[config.mk]
export PLATFORM = sky130hd
export DESIGN_NAME = branch_exec_stage_flat
export DESIGN_NICKNAME = d
export VERILOG_FILES = /design/src/rtl/branch_exec_if.sv /design/src/rtl/branch_exec_stage.sv /design/src/flat_wrapper.sv
export SDC_FILE = /design/constraint.sdc
export NUM_CORES = 1
export LEC_CHECK = 0
export ABC_AREA = 1
export CORE_MARGIN = 2
export CORE_UTILIZATION = 50
export CTS_CLUSTER_DIAMETER = 30
export DETAILED_ROUTE_END_ITERATION = 6
export HOLD_SLACK_MARGIN = 0.12
export PLACE_DENSITY = 0.8
export SLEW_MARGIN = 20
export SYNTH_ARGS = -nofsm -noshare
export SYNTH_HDL_FRONTEND = slang
export SYNTH_SLANG_ARGS = --single-unit
[constraint.sdc]
create_clock -name iCLOCK -period 2.95 [get_ports iCLOCK]
set_input_delay 0.59 -clock iCLOCK [delete_from_list [all_inputs] [get_ports iCLOCK]]
set_output_delay 0.59 -clock iCLOCK [all_outputs]
set_load 0.05 [all_outputs]
[src/rtl/branch_exec_if.sv]
`default_nettype none
// ============================================================================
// Module   : branch_exec_if
// Purpose  : Handshake and data bundle between the branch execution stage,
//            its upstream issue logic and the downstream writeback/fetch side.
// Revision : 1.0 - initial release
// ============================================================================
interface branch_exec_if #(
    parameter int P_ADDR_W = 32
);
    logic                iFLUSH;
    logic                iPREV_VALID;
    logic                oPREV_LOCK;
    logic [P_ADDR_W-1:0] iDATA_1;
    logic [P_ADDR_W-1:0] iPC;
    logic [4:0]          iFLAG;
    logic [3:0]          iCC;
    logic [4:0]          iCMD;
    logic                iPREDICT_TAKEN;
    logic [P_ADDR_W-1:0] iPREDICT_ADDR;
    logic                iWAKEUP;
    logic                oNEXT_VALID;
    logic                iNEXT_LOCK;
    logic [P_ADDR_W-1:0] oBRANCH_ADDR;
    logic [P_ADDR_W-1:0] oREDIRECT_ADDR;
    logic                oJUMP_VALID;
    logic                oNOT_JUMP_VALID;
    logic                oIB_VALID;
    logic                oIDTS_VALID;
    logic                oHALT_VALID;
    logic                oMISPREDICT;

    modport master (
        output iFLUSH, iPREV_VALID, iDATA_1, iPC, iFLAG, iCC, iCMD,
               iPREDICT_TAKEN, iPREDICT_ADDR, iWAKEUP, iNEXT_LOCK,
        input  oPREV_LOCK, oNEXT_VALID, oBRANCH_ADDR, oREDIRECT_ADDR,
               oJUMP_VALID, oNOT_JUMP_VALID, oIB_VALID, oIDTS_VALID,
               oHALT_VALID, oMISPREDICT
    );

    modport slave (
        input  iFLUSH, iPREV_VALID, iDATA_1, iPC, iFLAG, iCC, iCMD,
               iPREDICT_TAKEN, iPREDICT_ADDR, iWAKEUP, iNEXT_LOCK,
        output oPREV_LOCK, oNEXT_VALID, oBRANCH_ADDR, oREDIRECT_ADDR,
               oJUMP_VALID, oNOT_JUMP_VALID, oIB_VALID, oIDTS_VALID,
               oHALT_VALID, oMISPREDICT
    );
endinterface
`default_nettype wire

[src/rtl/branch_exec_stage.sv]
`default_nettype none
// ============================================================================
// Module   : branch_exec_stage
// Purpose  : Registered branch resolve/mispredict stage with flush window and
//            HALT/wakeup control. Optional BRANCH_EXEC_STAT_EN adds counters.
// Revision : 1.0 - initial release
// ============================================================================
module branch_exec_stage #(
    parameter int P_ADDR_W       = 32,
    parameter int P_PC_INC       = 4,
    parameter int P_FLUSH_CYCLES = 2
) (
    input  wire logic     iCLOCK,
    input  wire logic     iRESET,
    branch_exec_if.slave  bus
`ifdef BRANCH_EXEC_STAT_EN
    ,
    output logic [31:0]   oSTAT_BRANCH,
    output logic [31:0]   oSTAT_MISS
`endif
);

    localparam logic [4:0] EXE_BRANCH_BUR  = 5'h00;
    localparam logic [4:0] EXE_BRANCH_BR   = 5'h01;
    localparam logic [4:0] EXE_BRANCH_B    = 5'h02;
    localparam logic [4:0] EXE_BRANCH_INTB = 5'h03;
    localparam logic [4:0] EXE_BRANCH_IDTS = 5'h04;
    localparam logic [4:0] EXE_BRANCH_HALT = 5'h05;

    localparam int FLAGS_ZF = 0;
    localparam int FLAGS_PF = 1;
    localparam int FLAGS_CF = 2;
    localparam int FLAGS_OF = 3;
    localparam int FLAGS_SF = 4;

    localparam int CNT_W = ($clog2(P_FLUSH_CYCLES + 1) < 1) ? 1 : $clog2(P_FLUSH_CYCLES + 1);
    localparam logic [CNT_W-1:0] CNT_LOAD = CNT_W'(P_FLUSH_CYCLES);

    localparam logic [1:0] ST_RUN   = 2'd0;
    localparam logic [1:0] ST_FLUSH = 2'd1;
    localparam logic [1:0] ST_HALT  = 2'd2;

    logic [1:0]          state;
    logic [CNT_W-1:0]    flush_cnt;
    logic                accept;
    logic                run_take;
    logic                taken;
    logic                signed_lt;
    logic                jump_class;
    logic                is_intb;
    logic                is_idts;
    logic                is_halt;
    logic                mispredict;
    logic [P_ADDR_W-1:0] target;
    logic [P_ADDR_W-1:0] fall_thru;
    logic [P_ADDR_W-1:0] redirect;

    assign bus.oPREV_LOCK = (bus.oNEXT_VALID && bus.iNEXT_LOCK) || (state == ST_HALT);
    assign accept         = bus.iPREV_VALID && !bus.oPREV_LOCK;
    // Only commands taken in RUN produce a result; FLUSH swallows them.
    assign run_take       = accept && (state == ST_RUN);

    assign is_intb = (bus.iCMD == EXE_BRANCH_INTB);
    assign is_idts = (bus.iCMD == EXE_BRANCH_IDTS);
    assign is_halt = (bus.iCMD == EXE_BRANCH_HALT);

    always_comb begin
        signed_lt = bus.iFLAG[FLAGS_SF] ^ bus.iFLAG[FLAGS_OF];
        case (bus.iCC)
            4'd0:    taken = 1'b1;
            4'd1:    taken = bus.iFLAG[FLAGS_ZF];
            4'd2:    taken = !bus.iFLAG[FLAGS_ZF];
            4'd3:    taken = bus.iFLAG[FLAGS_SF];
            4'd4:    taken = !bus.iFLAG[FLAGS_SF];
            4'd5:    taken = !bus.iFLAG[FLAGS_PF];
            4'd6:    taken = bus.iFLAG[FLAGS_PF];
            4'd7:    taken = bus.iFLAG[FLAGS_OF];
            4'd8:    taken = bus.iFLAG[FLAGS_CF];
            4'd9:    taken = !bus.iFLAG[FLAGS_CF];
            4'd10:   taken = bus.iFLAG[FLAGS_CF] && !bus.iFLAG[FLAGS_ZF];
            4'd11:   taken = !bus.iFLAG[FLAGS_CF] || bus.iFLAG[FLAGS_ZF];
            4'd12:   taken = !signed_lt;
            4'd13:   taken = signed_lt;
            4'd14:   taken = !(signed_lt || bus.iFLAG[FLAGS_ZF]);
            4'd15:   taken = signed_lt || bus.iFLAG[FLAGS_ZF];
            default: taken = 1'b1;
        endcase
    end

    always_comb begin
        fall_thru  = bus.iPC + P_ADDR_W'(P_PC_INC);
        jump_class = 1'b0;
        target     = '0;
        case (bus.iCMD)
            EXE_BRANCH_BUR,
            EXE_BRANCH_BR: begin
                jump_class = 1'b1;
                target     = bus.iPC + bus.iDATA_1;
            end
            EXE_BRANCH_B: begin
                jump_class = 1'b1;
                target     = bus.iDATA_1;
            end
            EXE_BRANCH_IDTS: target = fall_thru;
            default:         target = '0;
        endcase

        // Interrupt/IDT entries are never predicted, so they always restart fetch.
        if (jump_class) begin
            mispredict = (taken != bus.iPREDICT_TAKEN) ||
                         (taken && (target != bus.iPREDICT_ADDR));
            redirect   = taken ? target : fall_thru;
        end else begin
            mispredict = is_intb || is_idts;
            redirect   = target;
        end
    end

    always_ff @(posedge iCLOCK or posedge iRESET) begin
        if (iRESET) begin
            state               <= ST_RUN;
            flush_cnt           <= '0;
            bus.oNEXT_VALID     <= 1'b0;
            bus.oBRANCH_ADDR    <= '0;
            bus.oREDIRECT_ADDR  <= '0;
            bus.oJUMP_VALID     <= 1'b0;
            bus.oNOT_JUMP_VALID <= 1'b0;
            bus.oIB_VALID       <= 1'b0;
            bus.oIDTS_VALID     <= 1'b0;
            bus.oHALT_VALID     <= 1'b0;
            bus.oMISPREDICT     <= 1'b0;
        end else if (bus.iFLUSH) begin
            state           <= ST_RUN;
            flush_cnt       <= '0;
            bus.oNEXT_VALID <= 1'b0;
        end else begin
            if (run_take) begin
                bus.oNEXT_VALID     <= 1'b1;
                bus.oBRANCH_ADDR    <= target;
                bus.oREDIRECT_ADDR  <= redirect;
                bus.oJUMP_VALID     <= taken && !(is_intb || is_idts);
                bus.oNOT_JUMP_VALID <= !taken && !(is_intb || is_idts);
                bus.oIB_VALID       <= is_intb;
                bus.oIDTS_VALID     <= is_idts;
                bus.oHALT_VALID     <= is_halt;
                bus.oMISPREDICT     <= mispredict;
            end else if (!bus.iNEXT_LOCK) begin
                bus.oNEXT_VALID <= 1'b0;
            end

            case (state)
                ST_RUN: begin
                    if (run_take) begin
                        if (is_halt) begin
                            state <= ST_HALT;
                        end else if (mispredict && (P_FLUSH_CYCLES > 0)) begin
                            state     <= ST_FLUSH;
                            flush_cnt <= CNT_LOAD;
                        end
                    end
                end
                ST_FLUSH: begin
                    flush_cnt <= flush_cnt - CNT_W'(1);
                    if (flush_cnt <= CNT_W'(1)) begin
                        state <= ST_RUN;
                    end
                end
                ST_HALT: begin
                    if (bus.iWAKEUP) begin
                        state <= ST_RUN;
                    end
                end
                default: state <= ST_RUN;
            endcase
        end
    end

`ifdef BRANCH_EXEC_STAT_EN
    always_ff @(posedge iCLOCK or posedge iRESET) begin
        if (iRESET) begin
            oSTAT_BRANCH <= '0;
            oSTAT_MISS   <= '0;
        end else if (!bus.iFLUSH && run_take && jump_class) begin
            oSTAT_BRANCH <= oSTAT_BRANCH + 32'd1;
            if (mispredict) begin
                oSTAT_MISS <= oSTAT_MISS + 32'd1;
            end
        end
    end
`endif

endmodule
`default_nettype wire

[src/flat_wrapper.sv]
// flat-port wrapper written by rule: the top's interface ports become plain ports
module branch_exec_stage_flat 
#(
    parameter int P_ADDR_W       = 32,
    parameter int P_PC_INC       = 4,
    parameter int P_FLUSH_CYCLES = 2
)
  (iCLOCK, iRESET, bus_iFLUSH, bus_iPREV_VALID, bus_iDATA_1, bus_iPC, bus_iFLAG, bus_iCC, bus_iCMD, bus_iPREDICT_TAKEN, bus_iPREDICT_ADDR, bus_iWAKEUP, bus_iNEXT_LOCK, bus_oPREV_LOCK, bus_oNEXT_VALID, bus_oBRANCH_ADDR, bus_oREDIRECT_ADDR, bus_oJUMP_VALID, bus_oNOT_JUMP_VALID, bus_oIB_VALID, bus_oIDTS_VALID, bus_oHALT_VALID, bus_oMISPREDICT);
  branch_exec_if #(.P_ADDR_W(P_ADDR_W)) bus_i ();
  input  wire logic iCLOCK;
  input  wire logic iRESET;
  input wire logic [$bits(bus_i.iFLUSH)-1:0] bus_iFLUSH;
  input wire logic [$bits(bus_i.iPREV_VALID)-1:0] bus_iPREV_VALID;
  input wire logic [$bits(bus_i.iDATA_1)-1:0] bus_iDATA_1;
  input wire logic [$bits(bus_i.iPC)-1:0] bus_iPC;
  input wire logic [$bits(bus_i.iFLAG)-1:0] bus_iFLAG;
  input wire logic [$bits(bus_i.iCC)-1:0] bus_iCC;
  input wire logic [$bits(bus_i.iCMD)-1:0] bus_iCMD;
  input wire logic [$bits(bus_i.iPREDICT_TAKEN)-1:0] bus_iPREDICT_TAKEN;
  input wire logic [$bits(bus_i.iPREDICT_ADDR)-1:0] bus_iPREDICT_ADDR;
  input wire logic [$bits(bus_i.iWAKEUP)-1:0] bus_iWAKEUP;
  input wire logic [$bits(bus_i.iNEXT_LOCK)-1:0] bus_iNEXT_LOCK;
  output wire logic [$bits(bus_i.oPREV_LOCK)-1:0] bus_oPREV_LOCK;
  output wire logic [$bits(bus_i.oNEXT_VALID)-1:0] bus_oNEXT_VALID;
  output wire logic [$bits(bus_i.oBRANCH_ADDR)-1:0] bus_oBRANCH_ADDR;
  output wire logic [$bits(bus_i.oREDIRECT_ADDR)-1:0] bus_oREDIRECT_ADDR;
  output wire logic [$bits(bus_i.oJUMP_VALID)-1:0] bus_oJUMP_VALID;
  output wire logic [$bits(bus_i.oNOT_JUMP_VALID)-1:0] bus_oNOT_JUMP_VALID;
  output wire logic [$bits(bus_i.oIB_VALID)-1:0] bus_oIB_VALID;
  output wire logic [$bits(bus_i.oIDTS_VALID)-1:0] bus_oIDTS_VALID;
  output wire logic [$bits(bus_i.oHALT_VALID)-1:0] bus_oHALT_VALID;
  output wire logic [$bits(bus_i.oMISPREDICT)-1:0] bus_oMISPREDICT;
  assign bus_i.iFLUSH = bus_iFLUSH;
  assign bus_i.iPREV_VALID = bus_iPREV_VALID;
  assign bus_i.iDATA_1 = bus_iDATA_1;
  assign bus_i.iPC = bus_iPC;
  assign bus_i.iFLAG = bus_iFLAG;
  assign bus_i.iCC = bus_iCC;
  assign bus_i.iCMD = bus_iCMD;
  assign bus_i.iPREDICT_TAKEN = bus_iPREDICT_TAKEN;
  assign bus_i.iPREDICT_ADDR = bus_iPREDICT_ADDR;
  assign bus_i.iWAKEUP = bus_iWAKEUP;
  assign bus_i.iNEXT_LOCK = bus_iNEXT_LOCK;
  assign bus_oPREV_LOCK = bus_i.oPREV_LOCK;
  assign bus_oNEXT_VALID = bus_i.oNEXT_VALID;
  assign bus_oBRANCH_ADDR = bus_i.oBRANCH_ADDR;
  assign bus_oREDIRECT_ADDR = bus_i.oREDIRECT_ADDR;
  assign bus_oJUMP_VALID = bus_i.oJUMP_VALID;
  assign bus_oNOT_JUMP_VALID = bus_i.oNOT_JUMP_VALID;
  assign bus_oIB_VALID = bus_i.oIB_VALID;
  assign bus_oIDTS_VALID = bus_i.oIDTS_VALID;
  assign bus_oHALT_VALID = bus_i.oHALT_VALID;
  assign bus_oMISPREDICT = bus_i.oMISPREDICT;
  branch_exec_stage #(.P_ADDR_W(P_ADDR_W), .P_PC_INC(P_PC_INC), .P_FLUSH_CYCLES(P_FLUSH_CYCLES)) u_core (.iCLOCK(iCLOCK), .iRESET(iRESET), .bus(bus_i));
endmodule
==> results of run 1 <==
## per-layer routing
metal  vias to the layer above  routed length, um
met3                       324               5165
met4                         0               3044
met1                      5717              15740
met2                      1051              19060
met5                         -                  0
li1                       5557                  -
## critical path, cell delays in order
cell and delay, ns:
dlygate4sd2_1 0.29, ha_4 0.31, buf_4 0.15, nand2_2 0.10, nor2_2 0.26, nand2_1 0.16, nor2_1 0.17, nand2_1 0.10
nand2_1 0.07, nand2_1 0.08, nand3_2 0.09, nand2_1 0.08, nand2_1 0.07, nand2_1 0.05, nor2_1 0.08, nand2_1 0.08
nor2_2 0.13, nand3_2 0.11, nand2_2 0.10, nand3_2 0.08, nand2_2 0.08, nand2_2 0.06, nand2_1 0.07
## state kept, by name, indices dropped and copies added, names as in the netlist
signal and cells:
u_core.bus.oBRANCH_ADDR 32, u_core.bus.oIDTS_VALID 1, u_core.bus.oMISPREDICT 1, u_core.bus.oNEXT_VALID 1
u_core.bus.oJUMP_VALID 1, u_core.bus.oREDIRECT_ADDR 32, u_core.bus.oHALT_VALID 1, u_core.bus.oIB_VALID 1
u_core.state 2, u_core.bus.oNOT_JUMP_VALID 1, u_core.flush_cnt 2
## Yosys cell counts, types with 2 or more instances
library cell,number
a21oi_1,58
and2_1,4
buf_1,2
buf_2,7
clkbuf_1,18
dfrtp_1,75
ha_1,33
inv_1,242
inv_2,12
nand2_1,592
nand2_2,7
nand2_4,2
nand3_1,137
nand3_2,2
nand3_4,2
nand3b_1,12
nand4_1,26
nor2_1,132
nor2_2,9
nor2_4,5
nor3_1,8
nor3_2,4
o211ai_1,3
o21ai_0,63
o21ai_1,7
o21ai_2,2
o21bai_1,4
o31ai_1,6
xnor2_1,3
xor2_1,8
## per-stage QoR
step	cell area, um^2	total power, mW	hold WS (ns)	setup TNS, ns
global route	13960	4.822	0.4953	-0.9531
finish	13960	4.681	0.4790	-0.4506
global placement	12300	3.060	0.4625	-5.297
CTS	13220	4.342	0.4810	0
floorplan	8275	2.203	0.4419	0
detailed placement	12300	3.101	0.4649	-7.543
## power by group
group | switching [mW] | internal, mW | total, mW
logic | 1.44 | 0.904 | 2.35
registers | 0.0633 | 1.13 | 1.19
clock network | 0.424 | 0.721 | 1.15
total | 1.93 | 2.75 | 4.68
## cell type report
cell class,instances,area [um^2]
repair buffers,464,3980
fillers,981,2444
inverters,256,962.2
well taps,220,275.3
multi-input cells,1135,6553
clock inverters,4,47.55
clock buffers,12,266.5
diodes,1,2.502
flip-flops and latches,75,1877
## what timing repair did
| item | in CTS | in global routing |
|---|---|---|
| buffers inserted | 5 | 17 |
| gates resized for setup | 188 | 244 |
| gates cloned | 0 | 0 |
| pin swaps | 62 | 96 |
| setup endpoints to repair | 5 | 4 |
## path summary, 6_finish.rpt
kind,end,start
worst max-delay path,u_core.flush_cnt[0],bus_iPC[24]
worst min-delay path,u_core.bus.oBRANCH_ADDR[24],u_core.bus.oBRANCH_ADDR[24]
worst max register to register,u_core.bus.oBRANCH_ADDR[1],u_core.state[0]
worst min register to register,u_core.bus.oBRANCH_ADDR[24],u_core.bus.oBRANCH_ADDR[24]
max in group asynchronous,u_core.bus.oIDTS_VALID,iRESET
min in group asynchronous,u_core.bus.oREDIRECT_ADDR[29],iRESET
## logic make-up (layout without fill, tap and decap cells)
group / Yosys count / after routing / share of synthesized area [%]
compound gates: 145 / 145 / 9.329
simple gates: 945 / 945 / 48.50
fa+ha+maj: 34 / 34 / 5.231
xor+xnor: 11 / 11 / 1.164
buf+inv: 284 / 736 / 13.09
other cells: 0 / 1 / 0
flops: 75 / 75 / 22.68
==> results.cfg, run 1 <==
[outcome]
status = finished with violations
violations = design-rule violations, negative setup slack

[run]
cap_violations = 0

[layout]
final_util_pct = 85.11
final_nets = 2092
layout-drive-gt1-share_pct = 30.94
final_common_cell = nand2_1
layout_common_cells = 515 x nand2_1, 254 x buf_4, 226 x inv_1
syn2layout_area_growth_pct = 68.73
final_cells = 2167

[cts]
cts_buffers = 9
cts_tree = done
htree_levels = 3
clkTransAtPathRegs_ns = 0.06
clockRootBuffer = clkbuf_16
cts_hold_buf = 0
cts.sink_count = 75
clock_path_buffers = 2
clock_latency_ns = 0.33

[global_route]
grt.busiest_layer = met2
grtUsageMet3_pct = 4.559
track_usage_pct = 40.54
overflow = 0
grt_pass1_wl_um = 56370
grt_pass1_vias = 11000
met1_usage_pct = 54.52
met2_usage_pct = 67.18
antenna_found_initial = 1
grt_max_degree = 51

[synthesis]
synth_flop_cell = dfrtp_1
synth_top_area_share_pct = 26.85
yosysWarnings = 0
synthesis.nets = 1645
ys_seq_area_share_pct = 22.68
syn-cell-area_mm2 = 0.008275
ys_types = 39
syn_avg_cell_area_um2 = 5.539
yosysTopAreaCell = nand2_1
ys_ff_latch = 75
async_reset_ff_share_pct = 100.0
syn_inst = 1494
synthTopCellsByArea = nand2_1 27%, dfrtp_1 23%, inv_1 11%
synth_edf_count = 0

[min_path]
whs_path_depth = 2
hold_class = reg2reg

[power_and_ir_drop]
cellPowerDensity_mw_per_mm2 = 335.2
leakage_nw = 7.392
ir_drop_v = 0.0003828

[die]
io_pins = 189
rows = 47
die_height_um = 132.7
initial_utilization_pct = 50.44
core_mm2 = 0.01641
die-area_mm2 = 0.01760
die_w_um = 132.7

[drt]
drtAntennaViolNets = 0
post_drt_wl_per_cell_um = 19.85
drc = 3
via_per_inst = 5.837
routed_wl_um = 43010
first_pass_iters = 7
drtIter0Drc = 1914
dr_total_vias = 12650

[sta]
drv_slew = 0
relSlewSlack_pct = 53.23
fin_crit_sh_pct = 104.8
period_needed_ns = 3.092
hold_viol = 0
setup_slack_ns = -0.1420
setup-violations-final = 4
grt_setup_unrepaired = yes
max_freq_ghz = 0.3234
fin_worst_skew_ns = 0.003071
worstMarginPinSlew_ns = 0.7005

[placed_design]
io_buffers = 188
routabilityCongestion = 1.040
hpwl_um = 28550
dp.cells = 2128
place_ws_ns = -0.8201

[setup_path]
r2r_cells = 8
worst-path-max-fanout = 4
crit_type = in2reg
worstSetupStartpointType = input port
cp.required_ns = 3.22
reg2reg_slack_ns = 0.91
crit_arrival_ns = 3.36
critical_path.endpoint_type = flop
Note: power is estimated with default switching activity, not from simulation.
==> run 2, diff against run 1 <==
Settings changed: PLACE_DENSITY 0.8 to not set, PLACE_DENSITY_LB_ADDON set to 0.08, TNS_END_PERCENT set to 5.
==> run 2 against run 1 <==
The run still ends with design-rule violations, negative setup slack left. Clock-buffer cell count shrank 1. Total power shrank 3.9%. Highest routed layer unchanged. Final cell count shrank 0.51%. Register-to-register slack lost 0.10 ns. Critical endpoint is now u_core.flush_cnt[1]. Routed wire length shrank 10%. Cell area shrank 0.96%. Maximum frequency grew 3.3%.
==> results.cfg, run 2 (synthesis results as in run 1) <==
[power_and_ir_drop]
leakage_nw = 7.346
cellPowerDensity_mw_per_mm2 = 325.2
ir_drop_v = 0.0003702

[setup_path]
critical_path.endpoint_type = flop
worstSetupStartpointType = input port
crit_arrival_ns = 3.27
reg2reg_slack_ns = 0.81
crit_family = simple AND/OR/NAND/NOR gates
crit_type = in2reg
r2r_cells = 8
slowest_delay_ns = 0.32
worst-path-max-fanout = 3
cp.required_ns = 3.22
cpMaxStageDelayCell = ha_4
crit_top_cell = nand2_1
cp_num_cells = 24
crit_buf_inv = 3
path_cells = clkdlybuf4s15_1 -> ha_4 -> buf_4 -> nand2_1 -> nor2_2 -> buf_4 -> nand2_1 -> nor2_2 -> nand2_2 -> nand3_1 -> nand2_1 -> nand3_2 -> nand2_2 -> nand2_1 -> nand2_1 -> nor2_2 -> nand2_1 -> nor2_2 -> nand3_2 -> nand2_2 -> nand3_2 -> nand2_2 -> nand2_1 -> nand2_1

[sta]
hold_viol = 0
fin_crit_sh_pct = 101.5
holdWs_ns = 0.4764
period_needed_ns = 2.994
worstMarginPinSlew_ns = 0.5478
relSlewSlack_pct = 63.37
drv_slew = 0
setup_slack_ns = -0.04367
max_freq_ghz = 0.3340
fin_worst_skew_ns = 0.005951
setup-violations-final = 4

[outcome]
status = finished with violations
violations = design-rule violations, negative setup slack

[die]
initial_utilization_pct = 50.44
core_mm2 = 0.01641
die_height_um = 132.7
rows = 47
io_pins = 189
die_w_um = 132.7
die-area_mm2 = 0.01760

[layout]
final_nets = 2084
layout-drive-gt1-share_pct = 31.71
diodes = 0
reg_top3 = u_core.bus.oBRANCH_ADDR: 32 flops, u_core.bus.oREDIRECT_ADDR: 32 flops
syn2layout_area_growth_pct = 67.12
layout_common_cells = 509 x nand2_1, 254 x buf_4, 226 x inv_1
final_util_pct = 84.29
final_common_cell = nand2_1

[placed_design]
io_buffers = 188
routabilityCongestion = 1.000
hpwl_um = 27670

[min_path]
whs_path_depth = 2
hold_class = reg2reg

[drt]
drc = 2
dr_total_vias = 12040
drtAntennaViolNets = 0
first_pass_iters = 7
drtIter0Drc = 1353
via_per_inst = 5.586
routed_wl_um = 38570
post_drt_wl_per_cell_um = 17.89

[cts]
cts.sink_count = 75
cts_buffers = 9
clockRootBuffer = clkbuf_16
clock_path_buffers = 2
clkTransAtPathRegs_ns = 0.06
cts_tree = done
clock_latency_ns = 0.33
htree_levels = 3
cts_hold_buf = 0

[global_route]
grt_max_degree = 76
overflow = 0
grt_pass1_wl_um = 54120
grt_pass1_vias = 10700
antenna_found_initial = 1
track_usage_pct = 38.79

[run]
cap_violations = 0
-- run 2: cell types whose count changed in the layout (fill, tap and decap cells not counted), moves of 3 or more --
cell | previous run | this run
a21oi_4 | 3 | 0
nor2_1 | 93 | 87
a21oi_1 | 40 | 43
clkdlybuf4s15_1 | 9 | 3
nand3_1 | 101 | 88
nand2_1 | 515 | 509
nand3_2 | 32 | 44
nor2_2 | 34 | 39
buf_6 | 17 | 12
dlymetal6s2s_1 | 12 | 16
clkbuf_2 | 28 | 35
clkdlybuf4s50_1 | 124 | 121
nand2_2 | 69 | 75
-- run 2: timing repair --
action	in CTS	in global routing
resized for setup	175	273
pin swaps	50	91
setup buffers	12	11
gates cloned	0	0
setup endpoints to repair	5	5
-- run 2: worst reg2reg max path, cell delays in order (launching register included) --
cell     delay, ns
dfrtp_1       0.42
nor2_1        0.19
nand2_1       0.10
a21oi_1       0.16
inv_1         0.11
nor2_4        0.11
inv_2         0.22
buf_4         0.33
o31ai_1       0.38
-- run 2: layout make-up --
type	count	area (um^2)
fill	1029	2577
clock inverter	3	40.04
multi-input combinational	1135	6586
clock buffer	11	242.7
tap	220	275.3
inverter	256	962.2
timing repair buffer	456	3846
sequential	75	1877
-- run 2: through the flow --
| step | setup slack (ns) | cells | TNS [ns] | cell area [um^2] | total power, mW |
|---|---|---|---|---|---|
| 2_1_floorplan | 0.2197 | 1494 | 0 | 8275 | 2.203 |
| 3_3_place_gp | -0.6519 | 2120 | -3.918 | 12230 | 3.047 |
| 4_1_cts | 0.002213 | 2146 | 0 | 13170 | 4.238 |
| 3_5_place_dp | -0.7715 | 2120 | -6.174 | 12230 | 3.083 |
| 5_1_grt | -0.1405 | 2156 | -0.4873 | 13830 | 4.665 |
| 6_report | -0.04367 | 2156 | -0.1176 | 13830 | 4.498 |
-- run 2: metal layers --
layer	up-vias	routed length, um	track usage [%]
met4	0	1760	11.29
met3	170	3966	4.904
met1	5526	14890	52.21
met5	-	0	0
li1	5528	-	-
met2	819	17960	65.43
-- run 2: final timing paths --
kind                                           from                       endpoint
worst max-delay path                bus_iDATA_1[25]            u_core.flush_cnt[1]
worst min-delay path            u_core.flush_cnt[1]            u_core.flush_cnt[1]
worst max register to register      u_core.state[0]  u_core.bus.oREDIRECT_ADDR[20]
worst min register to register  u_core.flush_cnt[1]            u_core.flush_cnt[1]
max in group asynchronous                    iRESET   u_core.bus.oREDIRECT_ADDR[1]
min in group asynchronous                    iRESET    u_core.bus.oBRANCH_ADDR[29]
-- run 2: power by group --
group / leakage [nW] / switching (mW) / internal (mW) / total (mW)
clock: 0.141 / 0.398 / 0.665 / 1.06
combinational: 6.19 / 1.37 / 0.877 / 2.25
sequential: 1.01 / 0.0634 / 1.13 / 1.19
==> run 3, diff against run 2 <==
Settings changed: CELL_PAD_IN_SITES_DETAIL_PLACEMENT set to 0, CELL_PAD_IN_SITES_GLOBAL_PLACEMENT set to 1, CORE_UTILIZATION 50 to 34.
==> run 3 against run 2 <==
Routed wire length down 3.8%. The flow finishes with violations (design-rule violations). Largest cell class unchanged. Cell area up 4.4%. Sequential power about the same. Worst hold slack about the same. Global-route usage down 10 points. Clock power up 25%. Highest routed layer unchanged.
==> results.cfg, run 3 (synthesis results as in run 1) <==
[outcome]
status = finished with violations
violations = design-rule violations

[die]
die_height_um = 160.0
rows = 57
io_pins = 189
die_w_um = 160.0
die-area_mm2 = 0.02560
initial_utilization_pct = 34.33
core_mm2 = 0.02411

[min_path]
hold_path_end = u_core.bus.oBRANCH_ADDR[14]
min_from = u_core.bus.oBRANCH_ADDR[14]
whs_path_depth = 2
hold_class = reg2reg

[setup_path]
crit_type = in2reg
crit_arrival_ns = 3.04
reg2reg_slack_ns = 1.13
critical_path.endpoint_type = flop
r2r-start = u_core.state[0]
worst-path-max-fanout = 2
cp.required_ns = 3.17
worstSetupStartpointType = input port
r2r_cells = 8
rr_endpoint = u_core.bus.oREDIRECT_ADDR[23]

[placed_design]
routabilityCongestion = 0.9499
place_ws_ns = -0.9110
hpwl_um = 31010
io_buffers = 188

[power_and_ir_drop]
cellPowerDensity_mw_per_mm2 = 327.8
leakage_nw = 7.598
p_seq_share_pct = 25.0
finalPower_mw = 4.733
p_int_mw = 2.948
pwr-share-comb_pct = 46.8
clockPowerShare_pct = 28.1
netSwitchingPower_mw = 1.786
ir_drop_v = 0.0002783
sw_frac_of_total_pct = 37.72

[drt]
post_drt_wl_per_cell_um = 16.13
drtAntennaViolNets = 0
dr_total_vias = 10880
via_per_inst = 4.728
drtIter0Drc = 613
drc = 2
routed_wl_um = 37100
first_pass_iters = 7

[sta]
worstMarginPinSlew_ns = 0.5450
setup-violations-final = 0
hold_viol = 0
period_needed_ns = 2.823
setup-tns-final_ns = 0
relSlewSlack_pct = 63.55
setup_slack_ns = 0.1267
drv_slew = 0
fin_crit_sh_pct = 95.70
fin_worst_skew_ns = 0.01130
max_freq_ghz = 0.3542

[cts]
cts_tree = done
clockRootBuffer = clkbuf_16
cts_buffers = 9
clock_path_buffers = 2
cts_hold_buf = 0
htree_levels = 3
clock_latency_ns = 0.33
cts.sink_count = 75
clkTransAtPathRegs_ns = 0.06

[layout]
layout_common_cells = 509 x nand2_1, 293 x buf_4, 230 x inv_1
layout-drive-gt1-share_pct = 31.83
fill_cells = 2440
multiInputGateArea_mm2 = 0.006611
reg_top3 = u_core.bus.oBRANCH_ADDR: 32 flops, u_core.bus.oREDIRECT_ADDR: 32 flops
final_common_cell = nand2_1
final_nets = 2122
diodes = 0
seq_area_mm2 = 0.001877
syn2layout_area_growth_pct = 74.51

[global_route]
grt_pass1_vias = 10420
track_usage_pct = 28.53
grt_pass1_wl_um = 57000
antenna_found_initial = 0
grt_max_degree = 76
overflow = 0

[run]
cap_violations = 0
run 3: how the worst max path moves through the flow:
stage	from	endpoint	slack, ns	depth (start not counted)
6_report	bus_iPC[0]	u_core.flush_cnt[1]	0.13	21
5_1_grt	bus_iDATA_1[9]	u_core.flush_cnt[1]	-0.05	24
4_1_cts	bus_iPC[8]	u_core.flush_cnt[0]	0.0009	24
3_5_place_dp	bus_iPC[0]	u_core.flush_cnt[0]	-0.91	25
3_3_place_gp	bus_iPC[0]	u_core.flush_cnt[1]	-0.91	25
2_1_floorplan	bus_iPC[0]	u_core.flush_cnt[1]	0.22	23
run 3: what timing repair did:
item	in CTS	in global routing
setup buffers	6	14
pin swaps	57	74
setup endpoints to repair	9	4
resized for setup	214	194
run 3: worst max-delay path, stage by stage:
cell and delay (ns):
buf_4 0.11, ha_4 0.13, inv_1 0.05, fa_2 0.51, inv_1 0.04, nand4_1 0.20
nand3_2 0.13, a21oi_2 0.13, nand2_1 0.06, nor2_1 0.10, nand2_1 0.07, nor2_1 0.11
nand3_2 0.11, nor2_2 0.12, nand3_2 0.08, nor2_2 0.12, nand3_2 0.11, nand2_2 0.08
nand3_2 0.07, nand3_1 0.07, nand2_1 0.05
run 3: per-stage QoR:
step                      cell area (um^2)  hold slack, ns  cells  utilization [%]
final                                14440          0.4767   2300            59.91
after global routing                 14440          0.4989   2300            59.91
after floorplan                       8275          0.4419   1494                -
after global placement               12670          0.4638   2264            52.56
after detailed placement             12670          0.4662   2264            52.56
after CTS                            13740          0.4824   2286            57.02
run 3: per-layer routing:
metal / global-route usage, % / vias to the layer above / part of all wire, %
met1: 41.43 / 4984 / 49
met2: 46.52 / 261 / 46
li1: - / 5604 / -
met3: 3.221 / 26 / 4.6
met4: 4.382 / 0 / 1.1
met5: 0 / - / 0
run 3: layout make-up:
type	count	share of cell area, %
multi-input combinational	1135	45.78
timing repair buffer	494	29.21
sequential	75	13.00
inverter	256	6.671
tap	324	2.807
clock buffer	10	1.586
clock inverter	6	0.9530
run 3: power by group through the flow:
stage / clock network (mW) / logic, mW / registers [mW]
after detailed placement: 0 / 1.95 / 1.20
after CTS: 1.36 / 2.08 / 1.18
after global routing: 1.39 / 2.40 / 1.20
after floorplan: 0 / 0.680 / 1.52
after global placement: 0 / 1.94 / 1.20
final: 1.33 / 2.22 / 1.18
